$ cat config.mk
export PLATFORM = sky130hd
export DESIGN_NAME = rf_write_arbiter_flat
export DESIGN_NICKNAME = d
export VERILOG_FILES = /design/src/rtl/rf_pkg.sv /design/src/rtl/rf_write_arbiter_if.sv /design/src/rtl/rf_clear_seq.sv /design/src/rtl/rf_write_arbiter.sv /design/src/flat_wrapper.sv
export SDC_FILE = /design/constraint.sdc
export NUM_CORES = 1
export LEC_CHECK = 0
export ABC_AREA = 0
export CAP_MARGIN = 5
export CORE_MARGIN = 2
export CORE_UTILIZATION = 43
export CTS_BUF_LIST = sky130_fd_sc_hd__clkbuf_8 sky130_fd_sc_hd__clkbuf_16
export CTS_CLUSTER_DIAMETER = 100
export DETAILED_ROUTE_END_ITERATION = 10
export PLACE_DENSITY = 0.88
export SLEW_MARGIN = 40
export SYNTH_ARGS = -nofsm -noshare
export SYNTH_HDL_FRONTEND = slang
export SYNTH_SLANG_ARGS = --single-unit
$ cat constraint.sdc
create_clock -name clk -period 2.6 [get_ports clk]
set_clock_uncertainty 0.1 [all_clocks]
set_input_delay 0.65 -clock clk [delete_from_list [all_inputs] [get_ports clk]]
set_output_delay 0.65 -clock clk [all_outputs]
set_load 0.005 [all_outputs]
$ cat src/rtl/rf_pkg.sv
// Shared constants and types for the register-file write arbiter.
package rf_pkg;

    localparam int DW       = 8;
    localparam int AW       = 4;
    localparam int NUM_REGS = 16;
    localparam int MAX_WAIT = 3;

    typedef enum logic {
        S_CLEAR = 1'b0,
        S_RUN   = 1'b1
    } rf_arb_state_t;

    // One register-file write: enable, destination and data travel together.
    typedef struct packed {
        logic          we;
        logic [AW-1:0] dest;
        logic [DW-1:0] wdata;
    } rf_wr_t;

endpackage

$ cat src/rtl/rf_write_arbiter_if.sv
// Handshake and register-file write bundle for rf_write_arbiter.
// The master side drives requests and observes grants and the write port;
// the slave side is the arbiter itself.
interface rf_write_arbiter_if #(
    parameter int DW = rf_pkg::DW,
    parameter int AW = rf_pkg::AW
);
    import rf_pkg::*;

    logic          clr_start;
    logic          clr_busy;

    logic          alu_valid;
    logic          alu_ready;
    logic [AW-1:0] alu_dest;
    logic [DW-1:0] alu_data;

    logic          ld_valid;
    logic          ld_ready;
    logic [AW-1:0] ld_dest;
    logic [DW-1:0] ld_data;

    logic          rf_we;
    logic [AW-1:0] rf_dest;
    logic [DW-1:0] rf_wdata;

    modport master (
        output clr_start,
        output alu_valid, alu_dest, alu_data,
        output ld_valid, ld_dest, ld_data,
        input  clr_busy, alu_ready, ld_ready,
        input  rf_we, rf_dest, rf_wdata
    );

    modport slave (
        input  clr_start,
        input  alu_valid, alu_dest, alu_data,
        input  ld_valid, ld_dest, ld_data,
        output clr_busy, alu_ready, ld_ready,
        output rf_we, rf_dest, rf_wdata
    );

endinterface

$ cat src/rtl/rf_clear_seq.sv
// Address generator for the register-file clear sequence: walks 0..NUM_REGS-1
// one step per advance and flags the final address.
module rf_clear_seq #(
    parameter int AW       = rf_pkg::AW,
    parameter int NUM_REGS = rf_pkg::NUM_REGS
) (
    input  logic          clk,
    input  logic          rst_n,
    input  logic          restart,
    input  logic          advance,
    output logic [AW-1:0] addr,
    output logic          last
);
    import rf_pkg::*;

    logic [AW-1:0] addr_q;

    assign addr = addr_q;
    assign last = (addr_q == AW'(NUM_REGS - 1));

    // Address counter; wraps to 0 after the last register so the next clear starts clean.
    always_ff @(posedge clk or negedge rst_n) begin
        if (!rst_n) begin
            addr_q <= '0;
        end else if (restart) begin
            addr_q <= '0;
        end else if (advance) begin
            addr_q <= last ? '0 : addr_q + 1'b1;
        end
    end

endmodule

$ cat src/rtl/rf_write_arbiter.sv
// Arbitrates the single register-file write port between ALU writeback and
// memory-load writeback, and runs a full clear after reset or on command.
// Load normally wins; an ALU request stalled MAX_WAIT cycles is forced through.
module rf_write_arbiter #(
    parameter int DW       = rf_pkg::DW,
    parameter int AW       = rf_pkg::AW,
    parameter int NUM_REGS = rf_pkg::NUM_REGS,
    parameter int MAX_WAIT = rf_pkg::MAX_WAIT
) (
    input  logic               clk,
    input  logic               rst_n,
    rf_write_arbiter_if.slave  bus
);
    import rf_pkg::*;

    localparam int WW = $clog2(MAX_WAIT + 1);

    rf_arb_state_t state_q;
    rf_arb_state_t state_d;

    logic [WW-1:0] wait_q;
    logic          at_max;

    logic          clr_busy;
    logic          alu_ready;
    logic          ld_ready;
    logic          clr_adv;
    logic          clr_restart;
    logic [AW-1:0] clr_addr;
    logic          clr_last;

    logic          alu_grant;
    logic          ld_grant;

    rf_wr_t        wr_p0;
    rf_wr_t        wr_p1;

    rf_clear_seq #(
        .AW       (AW),
        .NUM_REGS (NUM_REGS)
    ) u_clear_seq (
        .clk     (clk),
        .rst_n   (rst_n),
        .restart (clr_restart),
        .advance (clr_adv),
        .addr    (clr_addr),
        .last    (clr_last)
    );

    assign at_max    = (wait_q == WW'(MAX_WAIT));
    assign alu_grant = bus.alu_valid & alu_ready;
    assign ld_grant  = bus.ld_valid & ld_ready;

    // State register; reset always re-enters the clear sequence.
    always_ff @(posedge clk or negedge rst_n) begin
        if (!rst_n) begin
            state_q <= S_CLEAR;
        end else begin
            state_q <= state_d;
        end
    end

    // Next state: leave clear once the last address is issued; clr_start only matters in run.
    always_comb begin
        state_d = state_q;
        case (state_q)
            S_CLEAR: if (clr_last)      state_d = S_RUN;
            S_RUN:   if (bus.clr_start) state_d = S_CLEAR;
            default:                    state_d = S_CLEAR;
        endcase
    end

    // Outputs: ready signals come straight from arbitration; a clear command blocks every grant.
    always_comb begin
        clr_busy    = 1'b0;
        alu_ready   = 1'b0;
        ld_ready    = 1'b0;
        clr_adv     = 1'b0;
        clr_restart = 1'b0;
        case (state_q)
            S_CLEAR: begin
                clr_busy = 1'b1;
                clr_adv  = 1'b1;
            end
            S_RUN: begin
                if (bus.clr_start) begin
                    clr_restart = 1'b1;
                end else begin
                    alu_ready = at_max | ~bus.ld_valid;
                    ld_ready  = ~at_max;
                end
            end
            default: begin
                clr_busy = 1'b1;
            end
        endcase
    end

    // Starvation counter for a pending ALU request; saturates at MAX_WAIT.
    always_ff @(posedge clk or negedge rst_n) begin
        if (!rst_n) begin
            wait_q <= '0;
        end else if (state_q == S_CLEAR || clr_restart) begin
            wait_q <= '0;
        end else if (!bus.alu_valid || alu_grant) begin
            wait_q <= '0;
        end else if (!at_max) begin
            wait_q <= wait_q + 1'b1;
        end
    end

    // Write selection: clear writes zero; otherwise the single granted request, else idle with dest/data held.
    always_comb begin
        wr_p0    = wr_p1;
        wr_p0.we = 1'b0;
        if (state_q == S_CLEAR) begin
            wr_p0.we    = 1'b1;
            wr_p0.dest  = clr_addr;
            wr_p0.wdata = '0;
        end else if (ld_grant) begin
            wr_p0.we    = 1'b1;
            wr_p0.dest  = bus.ld_dest;
            wr_p0.wdata = bus.ld_data;
        end else if (alu_grant) begin
            wr_p0.we    = 1'b1;
            wr_p0.dest  = bus.alu_dest;
            wr_p0.wdata = bus.alu_data;
        end
    end

    // ---- stage p0 -> p1: registered write port feeding the register file ----
    // Output register; a grant in cycle N is presented to the register file in cycle N+1.
    always_ff @(posedge clk or negedge rst_n) begin
        if (!rst_n) begin
            wr_p1 <= '0;
        end else begin
            wr_p1 <= wr_p0;
        end
    end

    assign bus.clr_busy  = clr_busy;
    assign bus.alu_ready = alu_ready;
    assign bus.ld_ready  = ld_ready;
    assign bus.rf_we     = wr_p1.we;
    assign bus.rf_dest   = wr_p1.dest;
    assign bus.rf_wdata  = wr_p1.wdata;

endmodule
$ cat src/flat_wrapper.sv
// flat-port wrapper written by rule: the top's interface ports become plain ports
module rf_write_arbiter_flat import rf_pkg::*;
#(
    parameter int DW       = rf_pkg::DW,
    parameter int AW       = rf_pkg::AW,
    parameter int NUM_REGS = rf_pkg::NUM_REGS,
    parameter int MAX_WAIT = rf_pkg::MAX_WAIT
)
  (clk, rst_n, bus_clr_start, bus_alu_valid, bus_alu_dest, bus_alu_data, bus_ld_valid, bus_ld_dest, bus_ld_data, bus_clr_busy, bus_alu_ready, bus_ld_ready, bus_rf_we, bus_rf_dest, bus_rf_wdata);
  rf_write_arbiter_if #(.DW(DW), .AW(AW)) bus_i ();
  input  logic clk;
  input  logic rst_n;
  input wire logic [$bits(bus_i.clr_start)-1:0] bus_clr_start;
  input wire logic [$bits(bus_i.alu_valid)-1:0] bus_alu_valid;
  input wire logic [$bits(bus_i.alu_dest)-1:0] bus_alu_dest;
  input wire logic [$bits(bus_i.alu_data)-1:0] bus_alu_data;
  input wire logic [$bits(bus_i.ld_valid)-1:0] bus_ld_valid;
  input wire logic [$bits(bus_i.ld_dest)-1:0] bus_ld_dest;
  input wire logic [$bits(bus_i.ld_data)-1:0] bus_ld_data;
  output wire logic [$bits(bus_i.clr_busy)-1:0] bus_clr_busy;
  output wire logic [$bits(bus_i.alu_ready)-1:0] bus_alu_ready;
  output wire logic [$bits(bus_i.ld_ready)-1:0] bus_ld_ready;
  output wire logic [$bits(bus_i.rf_we)-1:0] bus_rf_we;
  output wire logic [$bits(bus_i.rf_dest)-1:0] bus_rf_dest;
  output wire logic [$bits(bus_i.rf_wdata)-1:0] bus_rf_wdata;
  assign bus_i.clr_start = bus_clr_start;
  assign bus_i.alu_valid = bus_alu_valid;
  assign bus_i.alu_dest = bus_alu_dest;
  assign bus_i.alu_data = bus_alu_data;
  assign bus_i.ld_valid = bus_ld_valid;
  assign bus_i.ld_dest = bus_ld_dest;
  assign bus_i.ld_data = bus_ld_data;
  assign bus_clr_busy = bus_i.clr_busy;
  assign bus_alu_ready = bus_i.alu_ready;
  assign bus_ld_ready = bus_i.ld_ready;
  assign bus_rf_we = bus_i.rf_we;
  assign bus_rf_dest = bus_i.rf_dest;
  assign bus_rf_wdata = bus_i.rf_wdata;
  rf_write_arbiter #(.DW(DW), .AW(AW), .NUM_REGS(NUM_REGS), .MAX_WAIT(MAX_WAIT)) u_core (.clk(clk), .rst_n(rst_n), .bus(bus_i));
endmodule
Yosys cells after proc, flatten, opt, wreduce, memory -nomap -nowiden
Cells that the tools add are included.
- $add $sub $neg: 2
- equal/unequal tests: 5
- mux-type cells: 19
- bitwise logic cells: 6
- reduce and logical (&&, ||, !) cells: 3
- operators by type and width (operator ; count):
    2-to-1 mux 13 bit ; 3
    2-to-1 mux 4 bit ; 3
    2-to-1 mux 1 bit ; 9
    2-to-1 mux 2 bit ; 3
    inequality test 3 bit (second input constant) ; 2
    adder 4 x 1 -> 4 bit (second input constant) ; 1
    equality test 4 bit (second input constant) ; 1
    inverter 1 bit ; 3
    adder 2 x 1 -> 2 bit (second input constant) ; 1
    AND 1 bit ; 2
    equality test 2 bit (second input constant) ; 1
    logical OR 1 bit ; 2
    inequality test 2 bit (second input constant) ; 1
    one-hot mux 1 bit (2 select lines) ; 1
    logical NOT 1 bit ; 1
    OR 1 bit ; 1
- register bits: 20
- input bits: 29

Depth between registers and ports, before layout
Gate-level depths: netlist (run 1).
- word-level depth: 8
- mapped depth: 5
- gate-level depth less buffers: 5

Cells and area by module
From an unflattened synthesis (run 1), not the netlist that was laid out.
- cell total of the unflattened synthesis: 96
- area total of the unflattened synthesis: 1028.5 um2
- modules (own cells, without submodules) (module ; instances ; cells each ; area an instance (um2) ; seq. area each (um2)):
    rf_write_arbiter ; 1 ; 76 ; 822.0 ; 400.4
    rf_clear_seq ; 1 ; 20 ; 206.4 ; 100.1

Worst setup path after synthesis (run 1)
No wires, ideal clock.
- kind: in2out
- start point: input port bus_clr_start
- end point: output port bus_alu_ready
- data arrival time: 978 ps
- data required time: 1850 ps
- slack: 872 ps
- cell stages on the path: 2
- buffers on the path: 0
- cells stage by stage: nor2b_2 and2_2
- longest elaborated chain between the ends: 2
- ends and longest elaborated chain (element ; line ; RTL):
    from (decl) ; flat_wrapper.sv:13 ; input wire logic [$bits(bus_i.clr_start)-1:0] bus_clr_start;
    2-to-1 mux 1 bit ; rf_write_arbiter.sv:86 ; if (bus.clr_start) begin
    2-to-1 mux 1 bit ; rf_write_arbiter.sv:80 ; case (state_q)
    to (decl) ; flat_wrapper.sv:21 ; output wire logic [$bits(bus_i.alu_ready)-1:0] bus_alu_ready;
No other way between the ends.

Worst setup path after layout (run 1)
Ends and elaborated chain as after synthesis.

==> flow_metrics.tcl, run 1 <==
set metrics [dict create \
    status "completed" \
    fmax_ghz 0.4059 \
    finalNetCount 163 \
    num_vias 889 \
    holdPathStages 1 \
    criticalPathCategory "in -> out" \
    period_share 0.9476 \
    synth_edf_count 0 \
    yosys-top-cells-count "20 x dfrtp_1, 10 x a221o_1, 6 x and2_1" \
    dieArea_um2 2692 \
    worstPathRequired_ns 1.85 \
    ant_nets 0 \
    synth_top_cells_by_area "dfrtp_1 51%, a221o_1 10%, and2_1 3.8%" \
    synth.avg_cell_area_um2 12.17 \
    overflow 0 \
    grt.total_usage 0.2054 \
    drt_wl_total_um 2574 \
    diodes 0 \
    ys_ff_latch 20 \
    leakagePower_nw 0.6660 \
    clk_pin_slew_ns 0.07 \
    synth_nets 112 \
    syn_area_um2 985.9 \
    maxCapViolCount 0 \
    whs_endpoint "u_core.wait_q[0]" \
    wl_per_cell_um 16.19 \
    insertion_delay_ns 0.26 \
    start_util 0.4500 \
    cts_tree "built" \
    r2r_end "u_core.bus.rf_wdata[3]" \
    crit_path_end_kind "output pin" \
    cp_max_fo 3 \
    p_per_area_nw_per_um2 761.3 \
    min-delay-start "u_core.wait_q[0]" \
    antenna_found_initial 0 \
    io_buffers 44 \
    grt_max_degree 21 \
    power.total_mw 1.182 \
    clock_path_buffers 2 \
    post-place-ws_ns -0.08057 \
    cts_made_buffers 3 \
    numClockSinks 20 \
    rows 17 \
    syn_inst 81 \
    period_minus_slack_ns 2.464 \
    r2r-start "u_core.wait_q[0]" \
    slew_headroom 0.6368 \
    syn_to_final_growth_pct 57.49 \
    ys_types 32 \
    cp_data_arrival_time_ns 1.71 \
    pin_count 45 \
    grt_pass1_wl_um 4071 \
    synth_largest_area_cell "dfrtp_1" \
    rsz0062_at_grt "false" \
    post-route-drc-count 0 \
    viasPerCell 5.591 \
    hold_viol_final 0 \
    gp_congestion 0.8354 \
    setup_viol 0 \
    first_pass_iters 5 \
    worst_pin_slew_ns 0.5436 \
    die_h_um 51.89 \
    drv_slew 0 \
    hold_path_class "reg -> reg" \
    yosys_most_used_dff "dfrtp_1" \
    ys_async_sr_fraction 1.000 \
    ctsHoldBuffers 0 \
    post-synth-top-area-fraction 0.5076 \
    drive_above_1_share 0.1603 \
    htreeDepth 1 \
    start_kind "primary input" \
    drt_iter0_markers 14 \
    die_w_um 51.89 \
    final_area_um2 1553 \
    reg2reg_depth 5 \
    max-vdd-ir-drop_uv 474.5 \
    post-cts-setup-buffers 0 \
    placeableCoreArea_um2 2191 \
    ys_seq_area_frac 0.5076 \
    reg2reg_slack_ns 0.68 \
    synth.most_common_cell "dfrtp_1" \
    yosys_warnings 0 \
    cts-root-buf "clkbuf_8" \
    grt_pass1_vias 931 \
    fin_ws_ns 0.1363 \
    placed_cell_area_um2 1478 \
]
metrics by stage:
| stage | utilization | hold slack [ns] | TNS (ns) | cells |
|---|---|---|---|---|
| floorplan | - | 0.2544 | 0 | 81 |
| global placement | 0.6745 | 0.3191 | -0.02476 | 155 |
| detailed placement | 0.6745 | 0.3332 | -0.1521 | 155 |
| CTS | 0.7082 | 0.3434 | 0 | 159 |
| global route | 0.7087 | 0.3561 | 0 | 159 |
| finish | 0.7087 | 0.3520 | 0 | 159 |
registers in the layout (all words and copies together), names as in the netlist:
signal                   count
u_core.bus.rf_wdata          8
u_core.bus.rf_dest           4
u_core.u_clear_seq.addr      4
u_core.wait_q                2
u_core.bus.rf_we             1
u_core.state_q               1
cell usage in the layout, fill, tap and decap left out, types with 2 or more instances in the layout:
cell	n
clkdlybuf4s50_1	42
dfrtp_1	19
a221o_1	10
and2_1	6
buf_4	5
a22o_1	3
o21ai_0	3
and2_0	3
clkbuf_8	3
inv_1	2
nor2b_1	2
nand2b_1	2
and3_1	2
a221o_2	2
o221a_2	2
nor2_1	2
nand2_1	2
ha_1	2
dlygate4sd2_1	2
worst max-delay path, stage by stage:
cell             delay (ns)
dlygate4sd2_1          0.28
nor2b_2                0.14
and2_2                 0.15
clkdlybuf4s50_1        0.49
worst max-delay path by stage:
stage / startpoint / end / slack (ns)
finish: bus_clr_start / bus_alu_ready / 0.14
global route: bus_clr_start / bus_alu_ready / 0.07
CTS: u_core.state_q / bus_ld_ready / 0.10
detailed placement: bus_clr_start / bus_ld_ready / -0.08
global placement: bus_clr_start / bus_alu_ready / -0.02
floorplan: bus_clr_start / bus_alu_ready / 0.87
where the power goes:
part | switching, mW | total [mW] | internal (mW) | leakage [nW]
Combinational | 0.144 | 0.400 | 0.255 | 0.374
Sequential | 0.0774 | 0.469 | 0.392 | 0.257
Clock | 0.108 | 0.313 | 0.205 | 0.0357
layout make-up:
| cell class | instances | area, µm² |
|---|---|---|
| Fill cell | 167 | 638.1 |
| Tap cell | 28 | 35.03 |
| Clock inverter | 1 | 30.03 |
| Sequential cell | 20 | 501.7 |
| Timing Repair Buffer | 49 | 475.5 |
| Inverter | 2 | 7.507 |
| Multi-Input combinational cell | 56 | 461.7 |
| Clock buffer | 3 | 41.29 |
routing by layer:
layer,share of wire,vias to the layer above,track usage
met2,0.51,40,0.3565
met4,0.018,0,0.09649
met1,0.40,431,0.2412
li1,-,412,-
met5,0,-,0
met3,0.072,6,0.04023
logic make-up after synthesis:
| family | Yosys count | synth area share |
|---|---|---|
| xor gates and xnor gates | 1 | 0.008885 |
| adders and majority gates | 2 | 0.02538 |
| AOI/OAI and AO/OA | 23 | 0.2157 |
| buffers and inverters | 5 | 0.02919 |
| and+or+nand+nor | 30 | 0.2132 |
| DFF | 20 | 0.5076 |
timing repair:
action | 4_1_cts | 5_1_grt
endpoints found under the setup margin | 2 | 2
resized for setup | 3 | 1
pin swaps | 0 | 0
gates cloned | 0 | 0
endpoints found under the hold margin | 0 | 0
No activity file was read; power rests on OpenSTA's default activity.
==> run 2, diff against run 1 <==
- ABC_AREA: 0 -> 1
- CORE_UTILIZATION: 43 -> 44
- clock period: 2.6 -> 3.15 ns (I/O delays scaled with it)
==> run 2 against run 1 <==
Against the previous run:
- first-iteration DRC count increased by 50%
- combinational power decreased by 9.5%
- die area increased by 2.4%
- sequential cell count unchanged
- clock power decreased by 40%
- final area decreased by 0.81%
- critical path depth increased by 1
==> flow_metrics.tcl, run 2 <==
set metrics [dict create \
    status "completed" \
    p_clk_frac 0.200 \
    period_share 0.9784 \
    synth.most_common_cell "nand3_1" \
    fmax_ghz 0.3245 \
    synth_nets 154 \
    ys_async_sr_fraction 1.000 \
    cts_resized 0 \
    syn_inst 123 \
    start_kind "primary input" \
    hpwlAfterDp_um 1987 \
    setup_viol 0 \
    finalNetCount 201 \
    busiest_layer "met2" \
    worstPathRequired_ns 2.26 \
    drt_iter0_markers 21 \
    die_w_um 52.50 \
    max-vdd-ir-drop_uv 403.7 \
    cts-root-buf "clkbuf_8" \
    overflow 0 \
    pwr-share-comb 0.384 \
    post-route-drc-count 0 \
    worst_pin_slew_ns 0.4371 \
    period_minus_slack_ns 3.082 \
    num_vias 1052 \
    diodes 0 \
    p_sw_frac 0.3339 \
    layout_common_cells "43 x clkdlybuf4s50_1, 35 x nand3_1, 21 x nand2_1, 20 x dfrtp_1, 15 x nor2_1" \
    insertion_delay_ns 0.25 \
    grt_pass1_vias 1014 \
    drv_slew 0 \
    dieArea_um2 2756 \
    p_switching_uw 314.5 \
    synth_edf_count 0 \
    rsz0062_at_grt "false" \
    met1_usage 0.2582 \
    viasPerCell 5.340 \
    first_pass_iters 4 \
    fin_ws_ns 0.06814 \
    rows 17 \
    htreeDepth 1 \
    cp_data_arrival_time_ns 2.19 \
    leakagePower_nw 0.7144 \
    ant_nets 0 \
    ys_seq_area_frac 0.4837 \
    synth.avg_cell_area_um2 8.413 \
    cts_made_buffers 3 \
    numClockSinks 20 \
    grt.total_usage 0.2197 \
    drt_wl_total_um 2748 \
    antenna_found_initial 0 \
    syn_area_um2 1035 \
    wl_per_cell_um 13.95 \
    slew_headroom 0.7086 \
    maxCapViolCount 0 \
    die_h_um 52.50 \
    post-synth-top-area-fraction 0.4837 \
    grt.met3_usage 0.05429 \
    p_per_area_nw_per_um2 611.5 \
    cp_max_fo 6 \
    crit_path_end_kind "output pin" \
    grt_max_degree 21 \
    syn_to_final_growth_pct 48.85 \
    ys_types 19 \
    seqPwrFrac 0.415 \
    power.internal_uw 627.3 \
    hold_viol_final 0 \
    largest_reg_flops 8 \
    postLayoutCoreUtil 0.6963 \
    placed_cell_area_um2 1485 \
    gp_congestion 0.7646 \
    final_common_cell "clkdlybuf4s50_1" \
    criticalPathCategory "in -> out" \
    clk_pin_slew_ns 0.07 \
    fin_tns_setup_ns 0 \
    final_area_um2 1540 \
    pin_count 45 \
    ctsHoldBuffers 0 \
    nFillCells 183 \
    clock_path_buffers 2 \
    yosys_most_used_dff "dfrtp_1" \
    synth_top_cells_by_area "dfrtp_1 48%, nand3_1 17%, nand2_1 7.6%" \
    placeableCoreArea_um2 2212 \
    ys_ff_latch 20 \
    hold_path_class "reg -> reg" \
    post-cts-setup-buffers 0 \
    post-place-ws_ns 0.07250 \
    yosys-top-cells-count "35 x nand3_1, 21 x nand2_1, 20 x dfrtp_1" \
    synth_largest_area_cell "dfrtp_1" \
    grt_pass1_wl_um 4457 \
    reg2reg_slack_ns 1.40 \
    start_util 0.4678 \
    cts_tree "built" \
    yosys_warnings 0 \
    io_buffers 44 \
    grt_use_met2 0.3813 \
    drive_above_1_share 0.08284 \
]
## run 2: cell count changes in the layout (fill, tap and decap cells not counted), moves of 3 or more
cell | before | now
nand3_1 | 1 | 35
and2_1 | 6 | 0
nand2_1 | 2 | 21
a221o_1 | 10 | 0
inv_1 | 2 | 11
buf_4 | 5 | 2
and2_0 | 3 | 0
nor2_1 | 2 | 15
## run 2: final timing paths
kind                                   from                     end  depth (start not counted)
min in group asynchronous             rst_n  u_core.bus.rf_wdata[2]                          1
setup / recovery              bus_clr_start            bus_ld_ready                          5
hold / removal             u_core.wait_q[0]        u_core.wait_q[0]                          1
setup reg to reg           u_core.wait_q[0]  u_core.bus.rf_wdata[5]                          7
max in group asynchronous             rst_n          u_core.state_q                          1
hold reg to reg            u_core.wait_q[0]        u_core.wait_q[0]                          1
## run 2: per-layer routing
metal / share of wire / wire length (µm)
met5: 0 / 0
met4: 0.019 / 53
met3: 0.088 / 242
met2: 0.49 / 1352
met1: 0.40 / 1100
## run 2: per-stage QoR
stage / total power [mW] / std cells / hold WS, ns
6_report: 0.9418 / 197 / 0.3618
5_1_grt: 1.001 / 197 / 0.3973
4_1_cts: 0.9420 / 197 / 0.3596
3_5_place_dp: 0.7430 / 193 / 0.3500
3_3_place_gp: 0.7250 / 193 / 0.3254
2_1_floorplan: 0.5690 / 123 / 0.3156
## run 2: area by class of cell
type                       count  area [µm²]  share of cell area
sequential                    20       500.5              0.3249
timing repair buffer          46       450.4              0.2924
inverter                      14       52.55             0.03412
clock buffer                   4       55.05             0.03574
multi-input combinational     85       446.7              0.2900
tap                           28       35.03             0.02275
## run 2: power by group through the flow
| stage | Sequential [mW] | Combinational [mW] | Clock [mW] |
|---|---|---|---|
| after detailed placement | 0.389 | 0.354 | 0 |
| after global routing | 0.396 | 0.399 | 0.206 |
| after global placement | 0.387 | 0.338 | 0 |
| final | 0.391 | 0.362 | 0.188 |
| after CTS | 0.387 | 0.366 | 0.189 |
| after floorplan | 0.384 | 0.185 | 0 |
## run 2: critical path, cell delays in order
cell	delay (ns)
clkdlybuf4s50_1	0.48
nor2_4	0.24
inv_2	0.08
nor2_4	0.09
clkdlybuf4s50_1	0.51
## run 2: logic make-up (layout without fill, tap and decap cells)
group | Yosys count | in the layout | share of synthesized area
simple gates | 76 | 76 | 0.3555
compound gates | 6 | 6 | 0.04354
flops | 20 | 20 | 0.4837
buf+inv | 18 | 64 | 0.08464
xor+xnor | 1 | 1 | 0.008466
fa+ha+maj | 2 | 2 | 0.02418
==> run 3, diff against run 2 <==
- CELL_PAD_IN_SITES_DETAIL_PLACEMENT: unset -> 1
- CELL_PAD_IN_SITES_GLOBAL_PLACEMENT: unset -> 1
- CORE_UTILIZATION: 44 -> 31
- PLACE_DENSITY: 0.88 -> 0.87
==> run 3 against run 2 <==
Against the previous run:
- core utilization shrank 18 points
- non-clock buffer count up 1
- largest cell class unchanged
- worst hold slack got worse by 0.015 ns
- sequential cell count did not move
- critical path type unchanged
- highest routed layer unchanged
- fmax is 0.72% higher
- total power grew 6.7%
- largest power group unchanged
- critical path depth is the same
- global-route usage down 3.8 points
- wire length increased by 9.7%
- clock power rose by 38%
==> flow_metrics.tcl, run 3 (synthesis gave the netlist of run 2 again) <==
set metrics [dict create \
    path_buf_inv 3 \
    rows 20 \
    grt_max_degree 21 \
    fin_ws_ns 0.09011 \
    cts_resized 0 \
    drv_slew 0 \
    hpwlAfterDp_um 2352 \
    slowest_stage "clkdlybuf4s50_1" \
    placed_cell_area_um2 1518 \
    insertion_delay_ns 0.26 \
    worst_pin_slew_ns 0.3962 \
    grt_pass1_wl_um 4974 \
    nFillCells 398 \
    final_common_cell "clkdlybuf4s50_1" \
    syn_to_final_growth_pct 53.57 \
    p_per_area_nw_per_um2 632.5 \
    cts_made_buffers 3 \
    maxCapViolCount 0 \
    post-route-drc-count 0 \
    io_buffers 44 \
    drt_iter0_markers 25 \
    overflow 0 \
    leakagePower_nw 0.7255 \
    clock_path_buffers 2 \
    status "completed" \
    dieArea_um2 3816 \
    power.total_mw 1.005 \
    placeableCoreArea_um2 3103 \
    ctsHoldBuffers 0 \
    worstPathRequired_ns 2.26 \
    final_area_um2 1589 \
    path_delay_family "buffers and inverters" \
    grt.total_usage 0.1818 \
    drive_above_1_share 0.08235 \
    fmax_ghz 0.3268 \
    drt_wl_total_um 3014 \
    clk_pin_slew_ns 0.07 \
    cp_data_arrival_time_ns 2.17 \
    diodes 0 \
    htreeDepth 1 \
    num_vias 1017 \
    largest_reg_flops 8 \
    die_w_um 61.78 \
    hold_path_class "reg -> reg" \
    first_pass_iters 4 \
    wl_per_cell_um 14.08 \
    finalNetCount 202 \
    cts_tree "built" \
    pin_count 45 \
    grt_pass1_vias 1107 \
    max-vdd-ir-drop_uv 359.5 \
    reg2reg_slack_ns 1.42 \
    cp_max_fo 6 \
    criticalPathCategory "in -> out" \
    antenna_found_initial 0 \
    slowest_delay_ns 0.52 \
    slew_headroom 0.7353 \
    start_util 0.3335 \
    cts-root-buf "clkbuf_8" \
    die_h_um 61.78 \
    setup_viol 0 \
    ant_nets 0 \
    gp_congestion 0.7563 \
    period_minus_slack_ns 3.060 \
    numClockSinks 20 \
    viasPerCell 4.752 \
    post-cts-setup-buffers 0 \
    path_cells "clkdlybuf4s50_1 -> nor2_4 -> inv_2 -> nor2_4 -> clkdlybuf4s50_1" \
    layout_common_cells "44 x clkdlybuf4s50_1, 35 x nand3_1, 21 x nand2_1, 20 x dfrtp_1, 15 x nor2_1" \
    hold_viol_final 0 \
    period_share 0.9714 \
    fin_tns_setup_ns 0 \
    crit_path_end_kind "output pin" \
    post-place-ws_ns 0.06147 \
    rsz0062_at_grt "false" \
    start_kind "primary input" \
]
run 3: changes by cell type in the layout (fill, tap and decap cells not counted), sizes merged:
cell / previous run / this run
clkbuf: 4 / 3
clkdlybuf4s50: 43 / 44
bufinv: 0 / 1
run 3: through the flow:
step	utilization	hold WS [ns]	cells
6_report	0.5121	0.3466	214
5_1_grt	0.5121	0.3873	214
4_1_cts	0.5121	0.3517	214
3_5_place_dp	0.4891	0.3421	210
3_3_place_gp	0.4891	0.3245	210
2_1_floorplan	-	0.3156	123
run 3: cell type report:
type,instances,area [µm²],share of cell area
Clock buffer,3,41.29,0.02598
Clock inverter,1,30.03,0.01890
Inverter,14,52.55,0.03307
Multi-Input combinational cell,85,446.7,0.2811
Sequential cell,20,500.5,0.3150
Tap cell,44,55.05,0.03465
Timing Repair Buffer,47,462.9,0.2913
run 3: where the power goes:
part           total [mW]  switching, mW  internal [mW]  leakage, nW
combinational       0.357          0.167          0.191        0.433
sequential          0.388         0.0598          0.328        0.257
clock               0.259         0.0895          0.170       0.0357
run 3: worst paths after layout:
path / startpoint / end / cells after the start
hold reg to reg: u_core.wait_q[0] / u_core.wait_q[0] / 1
setup / recovery: bus_clr_start / bus_ld_ready / 5
setup reg to reg: u_core.wait_q[0] / u_core.bus.rf_wdata[2] / 7
hold / removal: u_core.wait_q[0] / u_core.wait_q[0] / 1
max in group asynchronous: rst_n / u_core.u_clear_seq.addr[0] / 2
min in group asynchronous: rst_n / u_core.bus.rf_dest[0] / 2
run 3: layer usage:
| layer | up-vias | track usage | share of wire |
|---|---|---|---|
| met2 | 30 | 0.3293 | 0.50 |
| met4 | 0 | 0.08207 | 0.023 |
| met1 | 486 | 0.2097 | 0.43 |
| met5 | - | 0 | 0 |
| met3 | 6 | 0.02899 | 0.046 |
| li1 | 495 | - | - |
